==> config.mk <==
export PLATFORM = sky130hd
export DESIGN_NAME = rob_commit_unit_flat
export DESIGN_NICKNAME = d
export VERILOG_FILES = /design/src/rtl/rob_commit_unit_if.sv /design/src/rtl/rob_commit_unit.sv /design/src/flat_wrapper.sv
export SDC_FILE = /design/constraint.sdc
export NUM_CORES = 1
export LEC_CHECK = 0
export CAP_MARGIN = 20
export CORE_MARGIN = 5
export CORE_UTILIZATION = 30
export CTS_BUF_LIST = sky130_fd_sc_hd__clkbuf_4 sky130_fd_sc_hd__clkbuf_8
export DETAILED_ROUTE_END_ITERATION = 7
export PLACE_DENSITY = 0.66
export RECOVER_POWER = 100
export SLEW_MARGIN = 20
export SYNTH_ARGS = -nofsm -noshare
export SYNTH_HDL_FRONTEND = slang
export SYNTH_SLANG_ARGS = --single-unit
export TNS_END_PERCENT = 30
==> constraint.sdc <==
create_clock -name clk_2 -period 2.9 [get_ports clk_2]
set_input_delay 0.58 -clock clk_2 [delete_from_list [all_inputs] [get_ports clk_2]]
set_output_delay 0.58 -clock clk_2 [all_outputs]
set_load 0.02 [all_outputs]
==> src/rtl/rob_commit_unit_if.sv <==
// ROB-head / register-file / data-memory bundle seen by the commit unit.
// Latency: none, wires only.
// Backpressure: stores stall on dm_ack; the ROB is advanced only by rob_pop.
interface rob_commit_unit_if #(
  parameter int ENTRY_W = 114,
  parameter int CNT_W   = 16
);
  // ROB head side
  logic               rob_empty;
  logic               rob_head_valid;
  logic [ENTRY_W-1:0] rob_head_entry;
  logic               rob_pop;
  // register-file write-back
  logic               rf_we;
  logic [4:0]         rf_wa;
  logic [31:0]        rf_wd;
  // data-memory store port
  logic               dm_req;
  logic [31:0]        dm_addr;
  logic [31:0]        dm_wd;
  logic               dm_ack;
  // front-end redirect and status
  logic               flush;
  logic [31:0]        redirect_pc;
  logic               store_err;
  logic [CNT_W-1:0]   retired_cnt;
  logic               busy;

  // The commit unit is the master: it consumes the head and drives retirement.
  modport master (
    input  rob_empty, rob_head_valid, rob_head_entry, dm_ack,
    output rob_pop, rf_we, rf_wa, rf_wd, dm_req, dm_addr, dm_wd,
           flush, redirect_pc, store_err, retired_cnt, busy
  );

  // ROB, register file, memory and front end together form the slave side.
  modport slave (
    output rob_empty, rob_head_valid, rob_head_entry, dm_ack,
    input  rob_pop, rf_we, rf_wa, rf_wd, dm_req, dm_addr, dm_wd,
           flush, redirect_pc, store_err, retired_cnt, busy
  );
endinterface

==> src/rtl/rob_commit_unit.sv <==
// In-order retirement of the ROB head: RF write-back, store issue, mispredict flush.
// Latency: capture->COMMIT, pop one cycle later (non-store); retire period >= 4 clk_2.
// Backpressure: STORE waits for dm_ack up to STORE_TIMEOUT cycles, then gives up and flags store_err.
module rob_commit_unit #(
  parameter int ENTRY_W       = 114,
  parameter int STORE_TIMEOUT = 15,
  parameter int CNT_W         = 16
) (
  input logic               clk_2,
  input logic               rstn,
  rob_commit_unit_if.master bus
);

  // ROB entry layout, MSB first. pc_plus4 and the reserved control bits
  // travel with the entry but take no part in retirement.
  typedef struct packed {
    logic        valid;
    logic [4:0]  dest_reg;
    logic [31:0] ex_result;
    logic [31:0] mem_wd;
    logic [7:0]  ctrl_rsvd;
    logic        mispredict;
    logic        branch;
    logic        mem_write;
    logic        reg_write;
    logic [31:0] pc_plus4;
  } entry_t;

  typedef enum logic [2:0] {
    ST_IDLE,
    ST_COMMIT,
    ST_STORE,
    ST_POP,
    ST_SETTLE
  } state_t;

  localparam int TMO_W = $clog2(STORE_TIMEOUT + 1);
  localparam logic [TMO_W-1:0] TMO_LAST = TMO_W'(STORE_TIMEOUT - 1);

  logic [ENTRY_W-1:0] head_raw;
  entry_t             head;

  state_t             state_q, state_d;
  entry_t             hold_q, hold_d;
  logic [TMO_W-1:0]   tmo_q, tmo_d;
  logic               store_tmo;

  // next values of the registered outputs
  logic               rob_pop_d, rf_we_d, dm_req_d, dm_launch_d, flush_d;
  logic               busy_d, store_err_d;
  logic [CNT_W-1:0]   cnt_d;

  // output registers
  logic               rob_pop_q, rf_we_q, dm_req_q, flush_q, busy_q, store_err_q;
  logic [4:0]         rf_wa_q;
  logic [31:0]        rf_wd_q, dm_addr_q, dm_wd_q, redirect_pc_q;
  logic [CNT_W-1:0]   cnt_q;

  assign head_raw = bus.rob_head_entry;
  assign head     = entry_t'(head_raw);

  // State, hold register and store timeout counter.
  always_ff @(posedge clk_2) begin
    if (!rstn) begin
      state_q <= ST_IDLE;
      hold_q  <= '0;
      tmo_q   <= '0;
    end else begin
      state_q <= state_d;
      hold_q  <= hold_d;
      tmo_q   <= tmo_d;
    end
  end

  // Next-state: head is sampled only in IDLE; SETTLE gives the slow-clock
  // ROB time to move its head pointer before we look again.
  always_comb begin
    state_d   = state_q;
    hold_d    = hold_q;
    tmo_d     = tmo_q;
    store_tmo = 1'b0;
    case (state_q)
      ST_IDLE: begin
        if (bus.rob_head_valid && !bus.rob_empty && head.valid) begin
          hold_d  = head;
          state_d = ST_COMMIT;
        end
      end
      ST_COMMIT: begin
        tmo_d   = '0;
        state_d = hold_q.mem_write ? ST_STORE : ST_POP;
      end
      ST_STORE: begin
        // ack wins over a timeout landing in the same cycle
        if (bus.dm_ack) begin
          state_d = ST_POP;
        end else if (tmo_q == TMO_LAST) begin
          store_tmo = 1'b1;
          state_d   = ST_POP;
        end else begin
          tmo_d = tmo_q + 1'b1;
        end
      end
      ST_POP: begin
        state_d = ST_SETTLE;
      end
      ST_SETTLE: begin
        state_d = ST_IDLE;
      end
      default: begin
        state_d = ST_IDLE;
      end
    endcase
  end

  // Output decode from the upcoming state so every output leaves a flop
  // and lines up with the state it belongs to.
  always_comb begin
    rf_we_d     = (state_d == ST_COMMIT) && hold_d.reg_write && (hold_d.dest_reg != 5'd0);
    dm_launch_d = (state_d == ST_COMMIT) && hold_d.mem_write;
    dm_req_d    = dm_launch_d || (state_d == ST_STORE);
    rob_pop_d   = (state_d == ST_POP);
    flush_d     = (state_d == ST_POP) && hold_d.branch && hold_d.mispredict;
    busy_d      = (state_d != ST_IDLE);
    store_err_d = store_err_q || store_tmo;
    cnt_d       = cnt_q + {{(CNT_W-1){1'b0}}, rob_pop_d};
  end

  // Registered outputs; data fields only load when their strobe is raised
  // so dm_addr/dm_wd stay put for the whole store.
  always_ff @(posedge clk_2) begin
    if (!rstn) begin
      rob_pop_q     <= 1'b0;
      rf_we_q       <= 1'b0;
      rf_wa_q       <= '0;
      rf_wd_q       <= '0;
      dm_req_q      <= 1'b0;
      dm_addr_q     <= '0;
      dm_wd_q       <= '0;
      flush_q       <= 1'b0;
      redirect_pc_q <= '0;
      store_err_q   <= 1'b0;
      cnt_q         <= '0;
      busy_q        <= 1'b0;
    end else begin
      rob_pop_q   <= rob_pop_d;
      rf_we_q     <= rf_we_d;
      dm_req_q    <= dm_req_d;
      flush_q     <= flush_d;
      store_err_q <= store_err_d;
      cnt_q       <= cnt_d;
      busy_q      <= busy_d;
      if (rf_we_d) begin
        rf_wa_q <= hold_d.dest_reg;
        rf_wd_q <= hold_d.ex_result;
      end
      if (dm_launch_d) begin
        dm_addr_q <= hold_d.ex_result;
        dm_wd_q   <= hold_d.mem_wd;
      end
      if (flush_d) begin
        redirect_pc_q <= hold_d.ex_result;
      end
    end
  end

  assign bus.rob_pop     = rob_pop_q;
  assign bus.rf_we       = rf_we_q;
  assign bus.rf_wa       = rf_wa_q;
  assign bus.rf_wd       = rf_wd_q;
  assign bus.dm_req      = dm_req_q;
  assign bus.dm_addr     = dm_addr_q;
  assign bus.dm_wd       = dm_wd_q;
  assign bus.flush       = flush_q;
  assign bus.redirect_pc = redirect_pc_q;
  assign bus.store_err   = store_err_q;
  assign bus.retired_cnt = cnt_q;
  assign bus.busy        = busy_q;

endmodule

==> src/flat_wrapper.sv <==
// flat-port wrapper written by rule: the top's interface ports become plain ports
module rob_commit_unit_flat 
#(
  parameter int ENTRY_W       = 114,
  parameter int STORE_TIMEOUT = 15,
  parameter int CNT_W         = 16
)
  (clk_2, rstn, bus_rob_empty, bus_rob_head_valid, bus_rob_head_entry, bus_dm_ack, bus_rob_pop, bus_rf_we, bus_rf_wa, bus_rf_wd, bus_dm_req, bus_dm_addr, bus_dm_wd, bus_flush, bus_redirect_pc, bus_store_err, bus_retired_cnt, bus_busy);
  rob_commit_unit_if #(.ENTRY_W(ENTRY_W), .CNT_W(CNT_W)) bus_i ();
  input logic clk_2;
  input logic rstn;
  input wire logic [$bits(bus_i.rob_empty)-1:0] bus_rob_empty;
  input wire logic [$bits(bus_i.rob_head_valid)-1:0] bus_rob_head_valid;
  input wire logic [$bits(bus_i.rob_head_entry)-1:0] bus_rob_head_entry;
  input wire logic [$bits(bus_i.dm_ack)-1:0] bus_dm_ack;
  output wire logic [$bits(bus_i.rob_pop)-1:0] bus_rob_pop;
  output wire logic [$bits(bus_i.rf_we)-1:0] bus_rf_we;
  output wire logic [$bits(bus_i.rf_wa)-1:0] bus_rf_wa;
  output wire logic [$bits(bus_i.rf_wd)-1:0] bus_rf_wd;
  output wire logic [$bits(bus_i.dm_req)-1:0] bus_dm_req;
  output wire logic [$bits(bus_i.dm_addr)-1:0] bus_dm_addr;
  output wire logic [$bits(bus_i.dm_wd)-1:0] bus_dm_wd;
  output wire logic [$bits(bus_i.flush)-1:0] bus_flush;
  output wire logic [$bits(bus_i.redirect_pc)-1:0] bus_redirect_pc;
  output wire logic [$bits(bus_i.store_err)-1:0] bus_store_err;
  output wire logic [$bits(bus_i.retired_cnt)-1:0] bus_retired_cnt;
  output wire logic [$bits(bus_i.busy)-1:0] bus_busy;
  assign bus_i.rob_empty = bus_rob_empty;
  assign bus_i.rob_head_valid = bus_rob_head_valid;
  assign bus_i.rob_head_entry = bus_rob_head_entry;
  assign bus_i.dm_ack = bus_dm_ack;
  assign bus_rob_pop = bus_i.rob_pop;
  assign bus_rf_we = bus_i.rf_we;
  assign bus_rf_wa = bus_i.rf_wa;
  assign bus_rf_wd = bus_i.rf_wd;
  assign bus_dm_req = bus_i.dm_req;
  assign bus_dm_addr = bus_i.dm_addr;
  assign bus_dm_wd = bus_i.dm_wd;
  assign bus_flush = bus_i.flush;
  assign bus_redirect_pc = bus_i.redirect_pc;
  assign bus_store_err = bus_i.store_err;
  assign bus_retired_cnt = bus_i.retired_cnt;
  assign bus_busy = bus_i.busy;
  rob_commit_unit #(.ENTRY_W(ENTRY_W), .STORE_TIMEOUT(STORE_TIMEOUT), .CNT_W(CNT_W)) u_core (.clk_2(clk_2), .rstn(rstn), .bus(bus_i));
endmodule
# Word-level counts from Yosys, hierarchy flattened
# Cells that the tools add are included.
word_totals:
  wordCells: 63
  register_bits: 275
  input_bits: 119
classes:
  addsub: 2
  n_mux: 13
  n_reduce_logical: 16
  n_eq_ne: 9
ops:
  columns: ["operator", "n"]
  rows:
  - ["two-way mux 113 bit", 2]
  - ["adder 16 x 1 -> 16 bit", 1]
  - ["== test 3 x 2 -> 1 bit (second input constant)", 4]
  - ["one-hot mux 3 bit (4 select lines)", 1]
  - ["two-way mux 3 bit", 3]
  - ["two-way mux 4 bit", 2]
  - ["one-hot mux 4 bit (2 select lines)", 1]
  - ["logical AND 1 bit", 7]
  - ["== test 3 x 1 -> 1 bit (second input constant)", 2]
  - ["nonzero test 5 bit", 1]
  - ["adder 4 x 1 -> 4 bit (second input constant)", 1]
  - ["== test 4 bit (second input constant)", 1]
  - ["two-way mux 1 bit", 4]
  - ["!= test 2 bit (second input constant)", 2]
  - ["zero test 3 bit", 1]
  - ["AND reduction 3 bit", 1]
  - ["nonzero test 3 bit", 1]
  - ["logical OR 1 bit", 2]
  - ["AND reduction 2 bit", 1]
  - ["nonzero test 2 bit", 1]
  - ["zero test 1 bit", 1]

# Depth between registers and ports, before layout
# Gate-level depths: netlist of the first run.
logic_depth:
  depth_word: 8
  mapped_depth: 10

# Worst setup path before layout of the first run
# Ideal clock, no wire load.
synth_timing:
  kind: "register -> register"
  from: "register u_core.state_q[1]"
  to: "register u_core.cnt_q[12], in the netlist u_core.bus.retired_cnt[12]"
  path_stages_with_launch: 9
  required_time_ns: 2.830
  slack_ns: 0.432
  t_arrival_ns: 2.397
  path_cell_list: "dfxtp_1 > or3b_4 > o2bb2ai_4 > ha_1 > ha_1 > nand2_1 > or4_1 > or3_1 > a21oi_1"
synth_between:
  elab_chain_len: 5
synth_rtl:
  columns: ["element", "line", "rtl"]
  rows:
  - ["start, declared", "rob_commit_unit.sv:43", "state_t state_q, state_d;"]
  - ["start signal, assigned", "rob_commit_unit.sv:69", "state_q <= state_d;"]
  - ["two-way mux 3 bit", "rob_commit_unit.sv:97", "end else if (tmo_q == TMO_LAST) begin"]
  - ["two-way mux 3 bit", "rob_commit_unit.sv:95", "if (bus.dm_ack) begin"]
  - ["one-hot mux 3 bit (4 select lines) *", "rob_commit_unit.sv:82", "case (state_q)"]
  - ["== test 3 x 2 -> 1 bit *", "rob_commit_unit.sv:122", "rob_pop_d = (state_d == ST_POP);"]
  - ["named net u_core.rob_pop_d", "rob_commit_unit.sv:49", "logic rob_pop_d, rf_we_d, dm_req_d, dm_launch_d, flush_d;"]
  - ["adder 16 x 1 -> 16 bit *", "rob_commit_unit.sv:126", "cnt_d = cnt_q + {{(CNT_W-1){1'b0}}, rob_pop_d};"]
  - ["end signal, assigned", "rob_commit_unit.sv:151", "cnt_q <= cnt_d;"]
  - ["end, declared", "rob_commit_unit.sv:57", "logic [CNT_W-1:0] cnt_q;"]
# The timed path passes the listed nets; every way through them passes the cells marked *.
# A chain may end at the register's enable or synchronous reset.

# Final worst setup path of the first run
layout_timing:
  from: "input bus_rob_empty"
  to: "register u_core.dm_wd_q[27], in the netlist u_core.bus.dm_wd[27]"
layout_between:
  elab_chain_len: 7
layout_rtl:
  columns: ["element", "line", "rtl"]
  rows:
  - ["start, declared", "flat_wrapper.sv:12", "input wire logic [$bits(bus_i.rob_empty)-1:0] bus_rob_empty;"]
  - ["zero test 1 bit *", "rob_commit_unit.sv:84", "if (bus.rob_head_valid && !bus.rob_empty && head.valid) begin"]
  - ["logical AND 1 bit * (2 in series)", "rob_commit_unit.sv:84", null]
  - ["two-way mux 3 bit", "rob_commit_unit.sv:84", null]
  - ["one-hot mux 3 bit (4 select lines)", "rob_commit_unit.sv:82", null]
  - ["== test 3 x 1 -> 1 bit", "rob_commit_unit.sv:120", "dm_launch_d = (state_d == ST_COMMIT) && hold_d.mem_write;"]
  - ["logical AND 1 bit", "rob_commit_unit.sv:120", null]
  - ["end signal, assigned", "rob_commit_unit.sv:159", "dm_wd_q <= hold_d.mem_wd;"]
  - ["end, declared", "rob_commit_unit.sv:56", "logic [31:0] rf_wd_q, dm_addr_q, dm_wd_q, redirect_pc_q;"]
# Mark *: on every way between the ends. The rest lies on a longest branch, timed or not.

==> impl_results.md, run 1 <==
- Sink Count: between 150 and 200
- Mean Syn Cell Area: 8.97 sq um
- Pwr dens: ~480 nW/um^2
- Vias: 6572
- LEAKAGE: 4.39 nW
- First-pass GRT wire length: 35.4 mm
- Remaining DRCs: 0
- Core Box Area: approximately 25000 sq um
- Max Cap Viol: 0
- Unrepaired setup endpoints after global routing: no
- Setup Buffers After CTS: 0
- CP top delay family: buffers and inverters
- DPL Wire Length: 15.7 mm
- Global route total overflow: 0
- Pre-CTS WS: 0.00768 ns
- Seq/Total Area, Yosys: 0.512
- Minimum clock period: 2.75 ns
- Initial core utilization: 0.305
- Routed WL: 22.6 mm
- Largest net degree at the start of global routing: 70
- Fin crit share: 0.948
- Crit path buf inv count: 3
- Hold Fails Final Rpt: 0
- Area grow syn2layout: 37.5%
- Fillers: ~2500
- DRT antenna net count: 0
- CP max FO: 66
- DR iter-0 viols: 370
- Primary FF master, synth: dfxtp_1
- Rows: 58
- TritonCTS clock tree: yes
- EDFF count, synth: 0
- Placer Congestion: 0.813
- Num CTS Buffers: 17
- Number of global-route vias before repair: 6132
- HP Class: reg -> reg
- # resized after CTS: 0
- Final setup fails: 0
- Crit. End Element: register
- Synth async-reset ratio: 0
- IO Count: ~270
- R2R Setup Slk: 0.19 ns
- Slew headroom: 0.110
- WP data arrival: 3.13 ns
- Die area: 29000 sq um
- Drt via density: 4.67
- F_max: approximately 360 MHz
- Yosys warnings: 0
- H-tree depth: 4
- Syn Inst Count: around 860
- WP data required: 3.28 ns
- CTS clock-pin slew for the worst setup and hold paths: 0.11 ns
- Port bufs: 233
- Crit path cell chain: dlygate4sd3_1 > and4bb_1 > buf_12 > and3_2 > clkbuf_4 > nand2_1 > a21oi_1
- Root Buffer: clkbuf_8
- Worst vdd ir: 294 uV
- Final setup margin: between 0.15 and 0.2 ns
- Initial antenna violation count: 0
- WS Path Type: in -> reg
- Mapped Area: 7700 sq um
- Slowest cell on crit path: clkbuf_4
- Clock latency on the worst-skew pair: 0.47 ns
- Wire per inst: 16.1 um
- All-Layer GR Usage: 0.153
- Worst slew pin tran: 1.34 ns
- Clock Path Buffers: 2
- Hold_buf cts: 0
- DIE WIDTH: 170 um
- Share of cells above drive strength 1: 0.0567
- Final Net Count: 1186
- Clock skew: 0.0190 ns
- Final Util: 0.419
- Setup tns final: 0 ns
- Crit path launch type: input pin
- Die height: 170 um
- Final-report max-slew violation count: 0
- Post-synthesis register bit count: 197
- Outcome: finished clean
- Max incr delay on CP: around 0.68 ns
- 1st-pass router iterations: 5
- Synth unique cells: 44
- Syn nets: between 900 and 1000
metal layers:
metal | wire, um | global-route usage
met5 | 0 | 0
met4 | 327 | 0.0385
met3 | 1410 | 0.0407
met2 | 10300 | 0.236
met1 | 10600 | 0.213
cell usage after synthesis, drive strengths merged (2+ instances only):
cell / instances / area (sq um)
a21boi: 33 / 248
a21o: 2 / 15.0
a21oi: 112 / 561
a31oi: 2 / 12.5
and2: 36 / 225
and3: 37 / 233
buf: 27 / 154
clkbuf: 41 / 154
dfxtp: 197 / 3940
ha: 5 / 62.6
inv: 5 / 18.8
mux2: 32 / 473
nand2: 210 / 788
nand3: 11 / 60.1
nor2: 22 / 82.6
nor3: 5 / 25.0
nor3b: 2 / 20.0
o21a: 35 / 263
o21ai: 12 / 63.8
or3: 8 / 50.1
or4: 2 / 15.0
xnor2: 6 / 52.6
xor2: 3 / 26.3
cells in the final DEF, fill, tap and decap left out, types with 5 or more instances in the layout:
| cell | instances |
|---|---|
| dlygate4sd3_1 | 156 |
| clkbuf_8 | 17 |
| nor2_1 | 21 |
| and2_1 | 33 |
| o21ai_0 | 12 |
| a21boi_0 | 33 |
| or3_1 | 8 |
| mux2_1 | 27 |
| and3_1 | 35 |
| o21a_1 | 35 |
| clkdlybuf4s50_1 | 76 |
| dfxtp_1 | 197 |
| a21oi_1 | 112 |
| nand2_1 | 210 |
| ha_1 | 5 |
| xnor2_1 | 6 |
| nand3_1 | 10 |
| buf_4 | 8 |
| nor3_1 | 5 |
layout make-up:
type / count / area, sq um / share of cell area
clock inverter: 14 / 160 / 0.0151
multi-input combinational: 589 / 3320 / 0.314
timing repair buffer: 252 / 2490 / 0.235
inverter: 5 / 21.3 / 0.00201
antenna: 1 / 2.50 / 0.000236
sequential: 197 / 3940 / 0.372
tap: 330 / 413 / 0.0390
clock buffer: 18 / 241 / 0.0228
logic make-up after synthesis:
| logic type | Yosys count | synth area share |
|---|---|---|
| AOI/OAI and AO/OA | 203 | 0.162 |
| xor gates and xnor gates | 9 | 0.0102 |
| adders and majority gates | 5 | 0.00812 |
| buffers and inverters | 73 | 0.0424 |
| DFF | 197 | 0.512 |
| muxes | 32 | 0.0614 |
| and+or+nand+nor | 340 | 0.204 |
stage by stage:
step / instance area (sq um) / hold WS [ns] / power (W) / std cells
global route: 10600 / 0.476 / 0.00534 / 1405
CTS: 10800 / 0.462 / 0.00522 / 1405
detailed placement: 10400 / 0.446 / 0.00341 / 1373
global placement: 10400 / 0.441 / 0.00341 / 1373
floorplan: 7700 / 0.435 / 0.00311 / 859
finish: 10600 / 0.457 / 0.00509 / 1406
report_power, final:
part | leakage, nW | total, W | switching (W) | internal, W
Combinational | 2.59 | 0.000523 | 0.000291 | 0.000232
Sequential | 1.59 | 0.00279 | 0.0000269 | 0.00277
Clock | 0.203 | 0.00177 | 0.00111 | 0.000663
registers in the layout (all words and copies together) (netlist names):
name                    cells
u_core.bus.busy             1
u_core.bus.dm_addr         32
u_core.bus.dm_req           1
u_core.bus.dm_wd           32
u_core.bus.flush            1
u_core.bus.redirect_pc     32
u_core.bus.retired_cnt     16
u_core.bus.rf_wa            5
u_core.bus.rf_wd           32
u_core.bus.rf_we            1
u_core.bus.rob_pop          1
u_core.bus.store_err        1
u_core.hold_q              35
u_core.state_q              3
u_core.tmo_q                4
worst min-delay path, stage by stage (launching register included):
cell     delay, ns
dfxtp_1       0.32
nand2_1       0.05
a21oi_1       0.05
worst paths after layout:
kind,start,to,cells after the start
hold reg to reg,u_core.bus.rf_wd[1]$_SDFFE_PN0P_,u_core.bus.rf_wd[1]$_SDFFE_PN0P_,2
setup reg to reg,u_core.state_q[1]$_SDFF_PN0_,u_core.bus.retired_cnt[12]$_SDFF_PN0_,8
setup / recovery,bus_rob_empty,u_core.bus.dm_wd[27]$_SDFFE_PN0P_,7
hold / removal,u_core.bus.rf_wd[1]$_SDFFE_PN0P_,u_core.bus.rf_wd[1]$_SDFFE_PN0P_,2
Power figures use the tool's default switching activity.
==> run 2: changes to the inputs <==
--- a/config.mk
+++ b/config.mk
@@ -12,6 +12,7 @@
 export DETAILED_ROUTE_END_ITERATION = 7
 export PLACE_DENSITY = 0.66
 export RECOVER_POWER = 100
+export REMOVE_ABC_BUFFERS = 1
 export SLEW_MARGIN = 20
 export SYNTH_ARGS = -nofsm -noshare
 export SYNTH_HDL_FRONTEND = slang
==> constraint.sdc (replaced) <==
create_clock -name clk_2 -period 2.9 [get_ports clk_2]
set_input_delay 0.87 -clock clk_2 [delete_from_list [all_inputs] [get_ports clk_2]]
set_output_delay 0.87 -clock clk_2 [all_outputs]
set_load 0.02 [all_outputs]
==> run 2 against run 1 <==
The flow now finishes with violations (max-capacitance violations, max-slew violations); critical endpoint is now u_core.bus.retired_cnt[14]$_SDFF_PN0_; core utilization grew 0.31 points; non-clock buffer count grew 7; sequential cell count unchanged; sequential share of layout area shrank 0.27 points; clock skew shrank 0.0051 ns; clock power increased by 5%.
==> impl_results.md, run 2 (synthesized netlist as in run 1, its figures left out) <==
- # resized after CTS: 0
- Slew headroom: -0.0474
- Routed WL: 21.6 mm
- H-tree depth: 4
- Die area: 29000 sq um
- Max Cap Viol: 1
- Drt via density: 4.65
- Violated checks: max-capacitance violations, max-slew violations
- WP data required: about 3.3 ns
- Wire per inst: 15.3 um
- Final Util: 0.422
- Largest register FFs: 35
- DRT antenna net count: 0
- DIE WIDTH: about 170 um
- Hold_buf cts: 0
- Max incr delay on CP: around 0.57 ns
- R2R Setup Slk: roughly 0.27 ns
- CTS clock-pin slew for the worst setup and hold paths: 0.10 ns
- Hold EP: u_core.bus.dm_wd[8]$_SDFFE_PN0P_
- Outcome: finished with violations
- LEAKAGE: around 4.4 nW
- Worst min-delay path startpoint: u_core.bus.dm_wd[8]$_SDFFE_PN0P_
- DPL Wire Length: 15.1 mm
- Most frequent cells in the layout: nand2_1 (210), dfxtp_1 (197), dlygate4sd3_1 (156)
- Initial antenna violation count: 0
- IO Count: 274
- Crit path launch type: input pin
- Crit path cell chain: dlygate4sd3_1 > a31oi_1 > o2bb2ai_4 > ha_1 > ha_1 > nand2_1 > or4_1 > or3_1 > a21oi_1
- HP Class: reg -> reg
- CP top delay family: simple AND/OR/NAND/NOR gates
- Fin cells: 1411
- WS Path Type: in -> reg
- Crit path buf inv count: 1
- Clock Path Buffers: 2
- Top reg by flops: u_core.hold_q
- Root Buffer: clkbuf_8
- Number of global-route vias before repair: between 6000 and 7000
- Logic pwr share: 0.100
- Global route total overflow: 0
- M1 GR Usage: 0.186
- Final Net Count: between 1000 and 1500
- Ant. Diodes: 0
- Crit. End Element: register
- Hold Fails Final Rpt: 0
- Hold path cells: 2
- WP depth: 9
- Sink Count: just under 200
- Fin crit share: 0.944
- Vias: roughly 6600
- Die height: about 170 um
- Worst vdd ir: 252 uV
- Minimum clock period: between 2 and 3 ns
- Placer Congestion: 0.749
- Worst slew pin tran: about 1.6 ns
- Switching pwr: between 0.001 and 0.0015 W
- Setup Buffers After CTS: 0
- Pwr dens: about 480 nW/um^2
- DR iter-0 viols: 288
- Final setup fails: 0
- Reg-to-reg endpoint: u_core.bus.retired_cnt[14]$_SDFF_PN0_
- Power, Total: 0.00517 W
- Final-report max-slew violation count: 40
- Port bufs: roughly 230
- Share of cells above drive strength 1: 0.0611
- Initial core utilization: 0.305
- TritonCTS clock tree: yes
- Num CTS Buffers: 17
- Routing usage on met3: 0.0509
- Crit Reg-Reg Startpoint: u_core.state_q[1]$_SDFF_PN0_
- Largest net degree at the start of global routing: 50
- DP Cell Count: 1380
- Clock skew: 0.0139 ns
- 1st-pass router iterations: 4
- R2R cell count: 8
- Slowest cell on crit path: or4_1
- Area grow syn2layout: 38.5%
- Core Box Area: 25300 sq um
- Internal: a little under 0.004 W
- Clock latency on the worst-skew pair: 0.44 ns
- Sequential power share: 0.540
- CP max FO: 4
- F_max: between 300 and 400 MHz
- Rows: 58
- All-Layer GR Usage: 0.147
- WP data arrival: 3.12 ns
- Most common cell on crit path: ha_1
- Most Used Layer, Global Route: met2
- Commonest non-fill, non-tap cell in the layout: nand2_1
- Global Route met2 Usage: 0.242
- Switching fraction of total power: 0.246
- Unrepaired setup endpoints after global routing: no
- Clk pwr share: 0.360
- Remaining DRCs: 0
- First-pass GRT wire length: between 30 and 40 mm
run 2: routing by layer:
| metal | share of wire | vias to the layer above |
|---|---|---|
| met4 | 0.014 | 0 |
| met2 | 0.47 | 167 |
| met3 | 0.081 | 20 |
| li1 | - | 3294 |
| met1 | 0.44 | 3075 |
| met5 | 0 | - |
run 2: worst max path at each step:
| stage | from | to | slack [ns] |
|---|---|---|---|
| detailed placement | bus_dm_ack | u_core.bus.retired_cnt[14]$_SDFF_PN0_ | -0.25 |
| global placement | bus_dm_ack | u_core.bus.retired_cnt[14]$_SDFF_PN0_ | -0.21 |
| floorplan | u_core.state_q[2]$_SDFF_PN0_ | u_core.bus.dm_addr[0]$_SDFFE_PN0P_ | -1.54 |
| CTS | u_core.state_q[1]$_SDFF_PN0_ | u_core.bus.retired_cnt[14]$_SDFF_PN0_ | 0.24 |
| finish | bus_dm_ack | u_core.bus.retired_cnt[14]$_SDFF_PN0_ | 0.16 |
| global route | bus_rob_empty | u_core.bus.rf_wd[22]$_SDFFE_PN0P_ | 0.03 |
run 2: metrics by stage:
stage | area (sq um) | setup WS, ns | TNS (ns) | hold slack, ns
floorplan | 7390 | -1.54 | -171.43 | 0.436
global placement | 10500 | -0.213 | -0.591 | 0.441
detailed placement | 10500 | -0.253 | -0.670 | 0.446
CTS | 10900 | 0.239 | 0 | 0.458
global route | 10700 | 0.0333 | 0 | 0.470
finish | 10700 | 0.162 | 0 | 0.454
run 2: cell type report:
cell class	count	area (sq um)
clock inverter	6	92.6
tap	330	413
multi-input combinational	589	3320
clock buffer	25	319
timing repair buffer	259	2550
sequential	197	3940
inverter	5	21.3
fill	2509	14600
run 2: worst reg2reg max path, cell delays in order, from the launching register on:
cell and delay (ns):
dfxtp_1 0.47, or3b_4 0.46, o2bb2ai_4 0.16, ha_1 0.20, ha_1 0.17, nand2_1 0.07
or4_1 0.57, or3_1 0.33, a21oi_1 0.15
run 2: power by group through the flow:
stage                     Sequential, W  Clock [W]  Combinational (W)
after global routing            0.00280    0.00204           0.000564
after floorplan                 0.00290          0           0.000179
after global placement          0.00286          0           0.000541
after detailed placement        0.00286          0           0.000546
after CTS                       0.00279    0.00193           0.000549
final                           0.00279    0.00186           0.000517
